`src/rtl/mul_pkg.sv`:
```
// Shared types and constants for the sequential RV32M multiplier controller.
package mul_pkg;

  localparam int MUL_N     = 32;
  localparam int MUL_CNT_W = $clog2(MUL_N);

  typedef enum logic [1:0] {
    IDLE = 2'd0,
    CALC = 2'd1,
    SIGN = 2'd2,
    DONE = 2'd3
  } state_t;

  typedef enum logic [1:0] {
    OP_MUL    = 2'b00,
    OP_MULH   = 2'b01,
    OP_MULHSU = 2'b10,
    OP_MULHU  = 2'b11
  } op_t;

  // rs1 is signed for every op except MULHU; rs2 only for MUL and MULH.
  function automatic logic op_a_signed(input op_t op);
    return op != OP_MULHU;
  endfunction

  function automatic logic op_b_signed(input op_t op);
    return (op == OP_MUL) || (op == OP_MULH);
  endfunction

endpackage

```
`src/rtl/full_adder.sv`:
```
// One-bit full-adder cell used to build the ripple-carry add step.
module full_adder (
  input  logic a,
  input  logic b,
  input  logic ci,
  output logic s,
  output logic co
);

  assign s  = a ^ b ^ ci;
  assign co = (a & b) | (ci & (a ^ b));

endmodule

```
`src/rtl/mul_add_step.sv`:
```
// Combinational W-bit ripple-carry adder; the carry out of the top bit is discarded.
module mul_add_step #(
  parameter int W = 64
) (
  input  logic [W-1:0] x,
  input  logic [W-1:0] y,
  output logic [W-1:0] sum
);

  logic [W-1:0] c;

  assign c[0] = 1'b0;

  for (genvar i = 0; i < W - 1; i++) begin : g_fa
    full_adder u_fa (
      .a  (x[i]),
      .b  (y[i]),
      .ci (c[i]),
      .s  (sum[i]),
      .co (c[i+1])
    );
  end

  // Top bit has no carry out to produce.
  assign sum[W-1] = x[W-1] ^ y[W-1] ^ c[W-1];

endmodule

```
`src/rtl/seq_mul_ctrl.sv`:
```
// Shift-add multiplier controller for MUL/MULH/MULHSU/MULHU, one add step per cycle.
// Optional macro SEQ_MUL_EARLY_EXIT_EN: leave CALC as soon as the remaining multiplier is zero.
module seq_mul_ctrl
  import mul_pkg::*;
(
  input  logic               clk,
  input  logic               rst,
  input  logic               start,
  input  logic [1:0]         op,
  input  logic [MUL_N-1:0]   a,
  input  logic [MUL_N-1:0]   b,
  input  logic               flush,
  output logic               busy,
  output logic               done,
  output logic [MUL_N-1:0]   result
);

  localparam int N = MUL_N;

  state_t               state_q, state_d;
  op_t                  op_q;
  logic                 neg_q;
  logic [2*N-1:0]       acc_q, mcand_q, sum, acc_fin;
  logic [N-1:0]         mplier_q, a_mag, b_mag;
  logic [MUL_CNT_W-1:0] cnt_q;
  logic                 sa, sb, accept, last_step;

  mul_add_step #(.W(2*N)) u_add (
    .x   (acc_q),
    .y   (mcand_q),
    .sum (sum)
  );

  assign sa     = op_a_signed(op_t'(op)) & a[N-1];
  assign sb     = op_b_signed(op_t'(op)) & b[N-1];
  assign a_mag  = sa ? -a : a;
  assign b_mag  = sb ? -b : b;
  assign accept = (state_q == IDLE) && start && !flush;

`ifdef SEQ_MUL_EARLY_EXIT_EN
  assign last_step = (mplier_q[N-1:1] == '0) || (cnt_q == MUL_CNT_W'(N - 1));
`else
  assign last_step = (cnt_q == MUL_CNT_W'(N - 1));
`endif

  assign acc_fin = neg_q ? -acc_q : acc_q;

  // NOTE: every combinational output gets a default first so no path can infer a latch.
  always_comb begin
    state_d = state_q;
    case (state_q)
      IDLE:    if (start) state_d = CALC;
      CALC:    if (last_step) state_d = SIGN;
      SIGN:    state_d = DONE;
      DONE:    state_d = IDLE;
      default: state_d = IDLE;
    endcase
    if (flush) state_d = IDLE;
  end

  // NOTE: sequential state uses non-blocking assignments so all registers update together.
  always_ff @(posedge clk or posedge rst) begin
    if (rst) begin
      state_q <= IDLE;
      busy    <= 1'b0;
      done    <= 1'b0;
    end else begin
      state_q <= state_d;
      busy    <= (state_d == CALC) || (state_d == SIGN);
      done    <= (state_d == DONE);
    end
  end

  always_ff @(posedge clk or posedge rst) begin
    if (rst) begin
      op_q     <= OP_MUL;
      neg_q    <= 1'b0;
      acc_q    <= '0;
      mcand_q  <= '0;
      mplier_q <= '0;
      cnt_q    <= '0;
      result   <= '0;
    end else if (accept) begin
      op_q     <= op_t'(op);
      neg_q    <= sa ^ sb;
      acc_q    <= '0;
      mcand_q  <= {{N{1'b0}}, a_mag};
      mplier_q <= b_mag;
      cnt_q    <= '0;
    end else if (!flush) begin
      // A flushed operation leaves result untouched; stale datapath is reloaded on accept.
      case (state_q)
        CALC: begin
          if (mplier_q[0]) acc_q <= sum;
          mcand_q  <= mcand_q << 1;
          mplier_q <= mplier_q >> 1;
          cnt_q    <= cnt_q + MUL_CNT_W'(1);
        end
        SIGN: begin
          acc_q  <= acc_fin;
          result <= (op_q == OP_MUL) ? acc_fin[N-1:0] : acc_fin[2*N-1:N];
        end
        default: ;
      endcase
    end
  end

endmodule
```
`config.mk`:
```
export PLATFORM = sky130hd
export DESIGN_NAME = seq_mul_ctrl
export DESIGN_NICKNAME = d
export VERILOG_FILES = /design/src/rtl/mul_pkg.sv /design/src/rtl/full_adder.sv /design/src/rtl/mul_add_step.sv /design/src/rtl/seq_mul_ctrl.sv
export SDC_FILE = /design/constraint.sdc
export NUM_CORES = 1
export LEC_CHECK = 0
export CAP_MARGIN = 0
export CORE_UTILIZATION = 60
export CTS_CLUSTER_DIAMETER = 200
export DETAILED_ROUTE_END_ITERATION = 8
export PLACE_DENSITY_LB_ADDON = 0.15
export SETUP_SLACK_MARGIN = 0.05
export SLEW_MARGIN = 20
export SYNTH_ARGS = -nofsm -noshare
export SYNTH_HDL_FRONTEND = slang
export SYNTH_SLANG_ARGS = --single-unit
```
`constraint.sdc`:
```
create_clock -name clk -period 56.6 [get_ports clk]
set_input_delay 11.32 -clock clk [delete_from_list [all_inputs] [get_ports clk]]
set_output_delay 11.32 -clock clk [all_outputs]
set_load 0.1 [all_outputs]
```
# Word level (Yosys, flattened, before mapping)
# Index checks and enable logic that the tools add are counted.
[op_classes] muxes=21 n_bitwise=319 reduce_logical=13 eq_ne=11 addsub=4
[op_table] cell="two-way mux 64 bit" count=7
[op_table] cell="two-way mux 32 bit" count=6
[op_table] cell="case mux 64 bit (2 select lines)" count=1
[op_table] cell="bitwise XOR 1 bit" count=128
[op_table] cell="bitwise AND 1 bit" count=127
[op_table] cell="negation 32 bit" count=2
[op_table] cell="negation 64 bit" count=1
[op_table] cell="bitwise OR 1 bit" count=62
[op_table] cell="two-way mux 5 bit" count=3
[op_table] cell="== test 2 bit (second input constant)" count=4
[op_table] cell="case mux 2 bit (4 select lines)" count=1
[op_table] cell="== test 2 x 1 -> 1 bit (second input constant)" count=3
[op_table] cell="zero test 2 bit" count=3
[op_table] cell="two-way mux 2 bit" count=3
[op_table] cell="AND reduction 3 bit" count=2
[op_table] cell="adder 5 x 1 -> 5 bit (second input constant)" count=1
[op_table] cell="== test 5 bit (second input constant)" count=1
[op_table] cell="!= test 3 bit (second input constant)" count=1
[op_table] cell="nonzero test 3 bit" count=1
[op_table] cell="logical AND 1 bit" count=2
[op_table] cell="logical OR 1 bit" count=2
[op_table] cell="!= test 2 x 1 -> 1 bit (second input constant)" count=1
[op_table] cell="!= test 2 bit (second input constant)" count=1
[op_table] cell="inverter 1 bit" count=2
[op_table] cell="3 further kinds" count=3
[totals] out_inout_bits=34 register_bits=204 input_bits=70

# Logic depth before layout (Yosys ltp)
[logic_depth] depth_word=130 depth_mapped=70

# Cells and area by module
# Synthesis repeated with hierarchy kept, for this count alone.
[unflattened] cells_unflattened=1538 area_unflattened_um2=13770.7
[by_module_without_submodules] mod="seq_mul_ctrl" cells_per_inst=1473 seq_area_each_um2=5104.9 area_per_inst_um2=12482.0 n_inst=1
[by_module_without_submodules] mod="full_adder" cells_per_inst=1 seq_area_each_um2=0.0 area_per_inst_um2=20.0 n_inst=63
[by_module_without_submodules] mod="mul_add_step" cells_per_inst=2 seq_area_each_um2=0.0 area_per_inst_um2=27.5 n_inst=1

# Least setup slack after synthesis
# Ideal clock, no wire load.
[synth_path] kind="reg-to-reg" from="reg acc_q[0]" to="reg acc_q[63]" required_ns=56.472 setup_slack_ns=32.157 n_path_buf=0 arrival_time_ns=24.315 path_stages_with_launch=71 cell_sequence="dfrtp_1 -> ha_1 -> inv_1 -> fa_1 -> fa_1 -> fa_1 -> fa_1 -> fa_1 -> fa_1 -> fa_1 -> fa_1 -> fa_1 -> fa_1 -> fa_1 -> fa_1 -> fa_1 -> fa_1 -> fa_1 -> [... 35 more ...] -> fa_1 -> fa_1 -> fa_1 -> fa_1 -> fa_1 -> fa_1 -> fa_1 -> fa_1 -> fa_1 -> fa_1 -> inv_1 -> fa_1 -> inv_1 -> fa_1 -> xor2_1 -> xnor2_1 -> nand3_1 -> nand3_1"
[synth_via] elab_chain_cells=130
[synth_lines] item="from (decl)" line="seq_mul_ctrl.sv:23" text="logic [2*N-1:0] acc_q, mcand_q, sum, acc_fin;"
[synth_lines] item="from (signal assigned)" line="seq_mul_ctrl.sv:94" text="if (mplier_q[0]) acc_q <= sum;"
[synth_lines] item="from (signal assigned)" line="seq_mul_ctrl.sv:100" text="acc_q <= acc_fin;"
[synth_lines] item="bitwise AND 1 bit (2 in series)" line="full_adder.sv:11" text="assign co = (a & b) | (ci & (a ^ b));"
[synth_lines] item="bitwise OR 1 bit" line="full_adder.sv:11"
[synth_lines] item="bitwise AND 1 bit" line="full_adder.sv:11"
[synth_lines] item="bitwise OR 1 bit" line="full_adder.sv:11"
[synth_lines] item="bitwise AND 1 bit" line="full_adder.sv:11"
[synth_lines] item="bitwise OR 1 bit" line="full_adder.sv:11"
[synth_lines] item="bitwise AND 1 bit" line="full_adder.sv:11"
[synth_lines] item="bitwise OR 1 bit" line="full_adder.sv:11"
[synth_lines] item="[... 113 more ...]"
[synth_lines] item="bitwise OR 1 bit" line="full_adder.sv:11"
[synth_lines] item="bitwise AND 1 bit" line="full_adder.sv:11"
[synth_lines] item="bitwise OR 1 bit" line="full_adder.sv:11"
[synth_lines] item="bitwise XOR 1 bit" line="mul_add_step.sv:25" text="assign sum[W-1] = x[W-1] ^ y[W-1] ^ c[W-1];"
[synth_lines] item="two-way mux 64 bit" line="seq_mul_ctrl.sv:94"
[synth_lines] item="case mux 64 bit (2 select lines) (*)" line="seq_mul_ctrl.sv:92" text="case (state_q)"
[synth_lines] item="two-way mux 64 bit (*)" line="seq_mul_ctrl.sv:90" text="end else if (!flush) begin"
[synth_lines] item="two-way mux 64 bit (*)" line="seq_mul_ctrl.sv:83" text="end else if (accept) begin"
# Every way passes the cells marked *; elsewhere a longest branch is shown, timed or not. The select of a mux whose other input is x is not followed.
# A chain may end at the register's enable or synchronous reset.

# Worst setup path after layout
[layout_path] from="reg acc_q[0]" to="reg acc_q[62]"
[layout_via] elab_chain_cells=128
[layout_lines] item="bitwise AND 1 bit (2 in series)" line="full_adder.sv:11"
[layout_lines] item="bitwise OR 1 bit" line="full_adder.sv:11"
[layout_lines] item="bitwise AND 1 bit" line="full_adder.sv:11"
[layout_lines] item="bitwise OR 1 bit" line="full_adder.sv:11"
[layout_lines] item="bitwise AND 1 bit" line="full_adder.sv:11"
[layout_lines] item="bitwise OR 1 bit" line="full_adder.sv:11"
[layout_lines] item="bitwise AND 1 bit" line="full_adder.sv:11"
[layout_lines] item="bitwise OR 1 bit" line="full_adder.sv:11"
[layout_lines] item="[... 111 more ...]"
[layout_lines] item="bitwise OR 1 bit" line="full_adder.sv:11"
[layout_lines] item="bitwise AND 1 bit" line="full_adder.sv:11"
[layout_lines] item="bitwise OR 1 bit" line="full_adder.sv:11"
[layout_lines] item="bitwise XOR 1 bit" line="full_adder.sv:10" text="assign s = a ^ b ^ ci;"
[layout_lines] item="two-way mux 64 bit" line="seq_mul_ctrl.sv:94"
[layout_lines] item="case mux 64 bit (2 select lines) (*)" line="seq_mul_ctrl.sv:92"
[layout_lines] item="two-way mux 64 bit (*)" line="seq_mul_ctrl.sv:90"
[layout_lines] item="two-way mux 64 bit (*)" line="seq_mul_ctrl.sv:83"
# Marked as above.

==> results.sh <==
export IMPL_hold_start="mplier_q[6]"
export IMPL_peakVddDrop_v=0.0000193
export IMPL_setup_violations=0
export IMPL_drt_antenna_violating_nets=0
export IMPL_drv_cap=0
export IMPL_period_share=0.456
export IMPL_synth_compound_area_frac=0.269
export IMPL_overflow=0
export IMPL_syn2layout_area_growth_pct=14.0
export IMPL_tns_ns=0
export IMPL_h_tree_depth=1
export IMPL_wl_met1_um=16900
export IMPL_drt_iter0_drc=1215
export IMPL_vias=12700
export IMPL_netSwitchingPower_uw=227
export IMPL_synth_top_area_share=0.367
export IMPL_gp_congestion=0.983
export IMPL_path_class="reg -> reg"
export IMPL_ys_warnings_count=0
export IMPL_grt_max_degree=95
export IMPL_worstPathArrival_ns=26.28
export IMPL_synth_top_family_by_area="compound AO/OA/AOI/OAI gates"
export IMPL_io_buffers=103
export IMPL_clock_skew_ns=0.0150
export IMPL_reg2reg_to="acc_q[62]"
export IMPL_drtPass1Iterations=6
export IMPL_vias_per_cell=6.61
export IMPL_netlist_top_cells_count="204 x dfrtp_1, 186 x o21ai_0, 135 x inv_1"
export IMPL_holdPathStages=2
export IMPL_core_um2=22700
export IMPL_dieArea_um2=23800
export IMPL_routed_wl_met3_um=3570
export IMPL_root_buffer="clkbuf_16"
export IMPL_internal_power_uw=342
export IMPL_crit_fanout=5
export IMPL_clk_pin_slew_ns=0.06
export IMPL_fin_nets=1764
export IMPL_ys_ff_latch=204
export IMPL_hold_violations=0
export IMPL_power_frac_clock=0.270
export IMPL_wl_per_cell_um=21.1
export IMPL_synth_xor_area_share=0.0661
export IMPL_outcome="finished, final reports clean"
export IMPL_hold_buffers=0
export IMPL_die_w_um=154
export IMPL_post_cts_buffers=0
export IMPL_cts_buffers_inserted=23
export IMPL_reg2regPathDepth=69
export IMPL_cts_tree="yes"
export IMPL_synth_adder_area_share=0.0955
export IMPL_fin_crit_ns=25.84
export IMPL_synth_seq_area_share=0.367
export IMPL_synth_area_top_cells="dfrtp_1 37%, fa_1 8.9%, o21ai_0 6.7%"
export IMPL_critPathMaxStageDelay_ns=0.44
export IMPL_pwr_share_seq=0.375
export IMPL_track_usage=0.351
export IMPL_synth_flop_cell="dfrtp_1"
export IMPL_ys_types=74
export IMPL_yosysMostFrequentCell="dfrtp_1"
export IMPL_grt_pass1_wl_um=66000
export IMPL_end_kind="flip-flop"
export IMPL_cpMostUsedCell="fa_1"
export IMPL_layout_drive_gt1_share=0.0554
export IMPL_clkLatencyLatePin_ns=0.53
export IMPL_relSlewSlack=0.283
export IMPL_drc_errors=0
export IMPL_hp_class="reg -> reg"
export IMPL_whs_endpoint="mplier_q[6]"
export IMPL_highest_layer="met5"
export IMPL_syn_num_nets=1721
export IMPL_start_kind="flip-flop"
export IMPL_fp_dieH_um=154
export IMPL_antenna_found_initial=0
export IMPL_synth_top_area_cell="dfrtp_1"
export IMPL_worstReg2RegStart="acc_q[0]"
export IMPL_postCtsResizedCells=0
export IMPL_worst_ep_required_time_ns=57.05
export IMPL_wirelength_um=40700
export IMPL_synthSimpleGateAreaFrac=0.132
export IMPL_p_per_area_nw_per_um2=35.9
export IMPL_comb_power_share=0.355
export IMPL_finalMaxSlewViolations=0
export IMPL_synthMuxAreaShare=0.00360
export IMPL_rsz0062_at_grt="false"
export IMPL_start_util=0.613
export IMPL_rrSetupSlack_ns=30.76
export IMPL_synth_async_reset_ratio=1.00
export IMPL_num_rows=55
export IMPL_hold_slack_ns=0.481
export IMPL_switching_share=0.398
export IMPL_synth_edff_count=0
export IMPL_wl_met2_um=18500
export IMPL_dpl_hpwl_um=28500
export IMPL_fmax_mhz=38.7
export IMPL_cts_sinks=204
export IMPL_tightest_slew_ns=1.07
export IMPL_cts_path_max_buffers=3
export IMPL_syn_cell_area_um2=13900
export IMPL_synth_cells=1582
export IMPL_critical_path_slowest_cell="fa_1"
export IMPL_grt_pass1_vias=12300
export IMPL_leakage_uw=0.00626
export IMPL_ioPinCount=104
export IMPL_syn_area_per_cell_um2=8.79
export IMPL_diodes=0
-- kinds of logic after synthesis --
| logic type | count (synthesis) |
|---|---|
| multiplexers | 5 |
| XOR/XNOR | 105 |
| buffers and inverters | 243 |
| AO/OA/AOI/OAI | 593 |
| flip-flops | 204 |
| AND/OR/NAND/NOR | 363 |
| adder cells (fa/ha/maj) | 69 |
-- cells in the final DEF (no fill, tap or decap), types with 6 or more instances in the layout --
cell type,synthesis,layout
ha_1,7,7
a22o_1,11,11
nand3_1,29,29
fa_1,62,62
inv_1,135,134
a22oi_1,47,47
a41oi_1,6,6
clkbuf_16,0,23
o2bb2ai_1,22,22
clkinv_2,0,6
nand2_1,122,121
nand4_1,19,19
o21ai_0,186,185
buf_4,0,21
a31oi_1,9,9
nand2b_1,9,8
dfrtp_1,204,202
o31ai_1,30,30
a21o_1,11,10
nor4_1,19,19
o211ai_1,8,8
clkdlybuf4s50_1,0,103
or4_1,23,23
nor3_1,27,27
nor2_1,62,60
xnor2_1,59,59
o41ai_1,19,19
or3_1,12,12
xor2_1,46,46
o41ai_2,6,6
o22ai_1,41,41
a21oi_1,133,132
o21ai_1,24,24
-- metrics by stage --
step            util  cells  area [um2]  setup slack (ns)  power, uW
2_1_floorplan      -   1582       13900             32.16        348
5_1_grt        0.698   1927       15900             29.93        602
3_5_place_dp   0.664   1885       15100             30.97        412
3_3_place_gp   0.664   1885       15100             31.36        403
6_report       0.698   1927       15900             30.76        569
4_1_cts        0.698   1927       15900             30.81        567
-- per-layer routing --
metal / track usage / vias up
li1: - / 5794
met1: 0.487 / 6172
met2: 0.556 / 672
met3: 0.0552 / 106
met4: 0.141 / 2
met5: 0.0104 / -
-- worst max-delay path, delay by kind of cell, from the launching register on --
| family | cells | cell delay, ns |
|---|---|---|
| buffers and inverters | 3 | 0.17 |
| flip-flops | 1 | 0.39 |
| AO/OA/AOI/OAI | 3 | 0.48 |
| adder cells (fa/ha/maj) | 63 | 24.71 |
-- power groups by stage --
stage	clock network [uW]	registers (uW)	logic [uW]
finish	154	214	202
global route	160	218	224
CTS	155	212	199
detailed placement	0	214	198
global placement	0	213	190
floorplan	0	201	147
-- state kept, by name, summed over array words and instances (netlist names) --
name      cells
cnt_q         5
acc_q        64
result       32
mplier_q     32
done          1
state_q       2
mcand_q      64
neg_q         1
op_q          2
busy          1
-- worst max path at each step --
stage	startpoint	end	depth (start not counted)	slack [ns]
finish	acc_q[0]	acc_q[62]	69	30.76
global route	acc_q[0]	acc_q[62]	69	29.93
CTS	acc_q[0]	acc_q[62]	69	30.81
detailed placement	acc_q[0]	acc_q[62]	69	30.97
global placement	acc_q[0]	acc_q[63]	70	31.36
floorplan	acc_q[0]	acc_q[63]	70	32.16
-- cell type report --
cell class | instances | area, um2
multi-input cells | 1135 | 7920
fillers | 1864 | 6850
flip-flops and latches | 204 | 5110
clock inverters | 10 | 106
clock buffers | 32 | 659
inverters | 137 | 522
repair buffers | 124 | 1190
well taps | 285 | 357
Note: power is estimated with default switching activity, not from simulation.
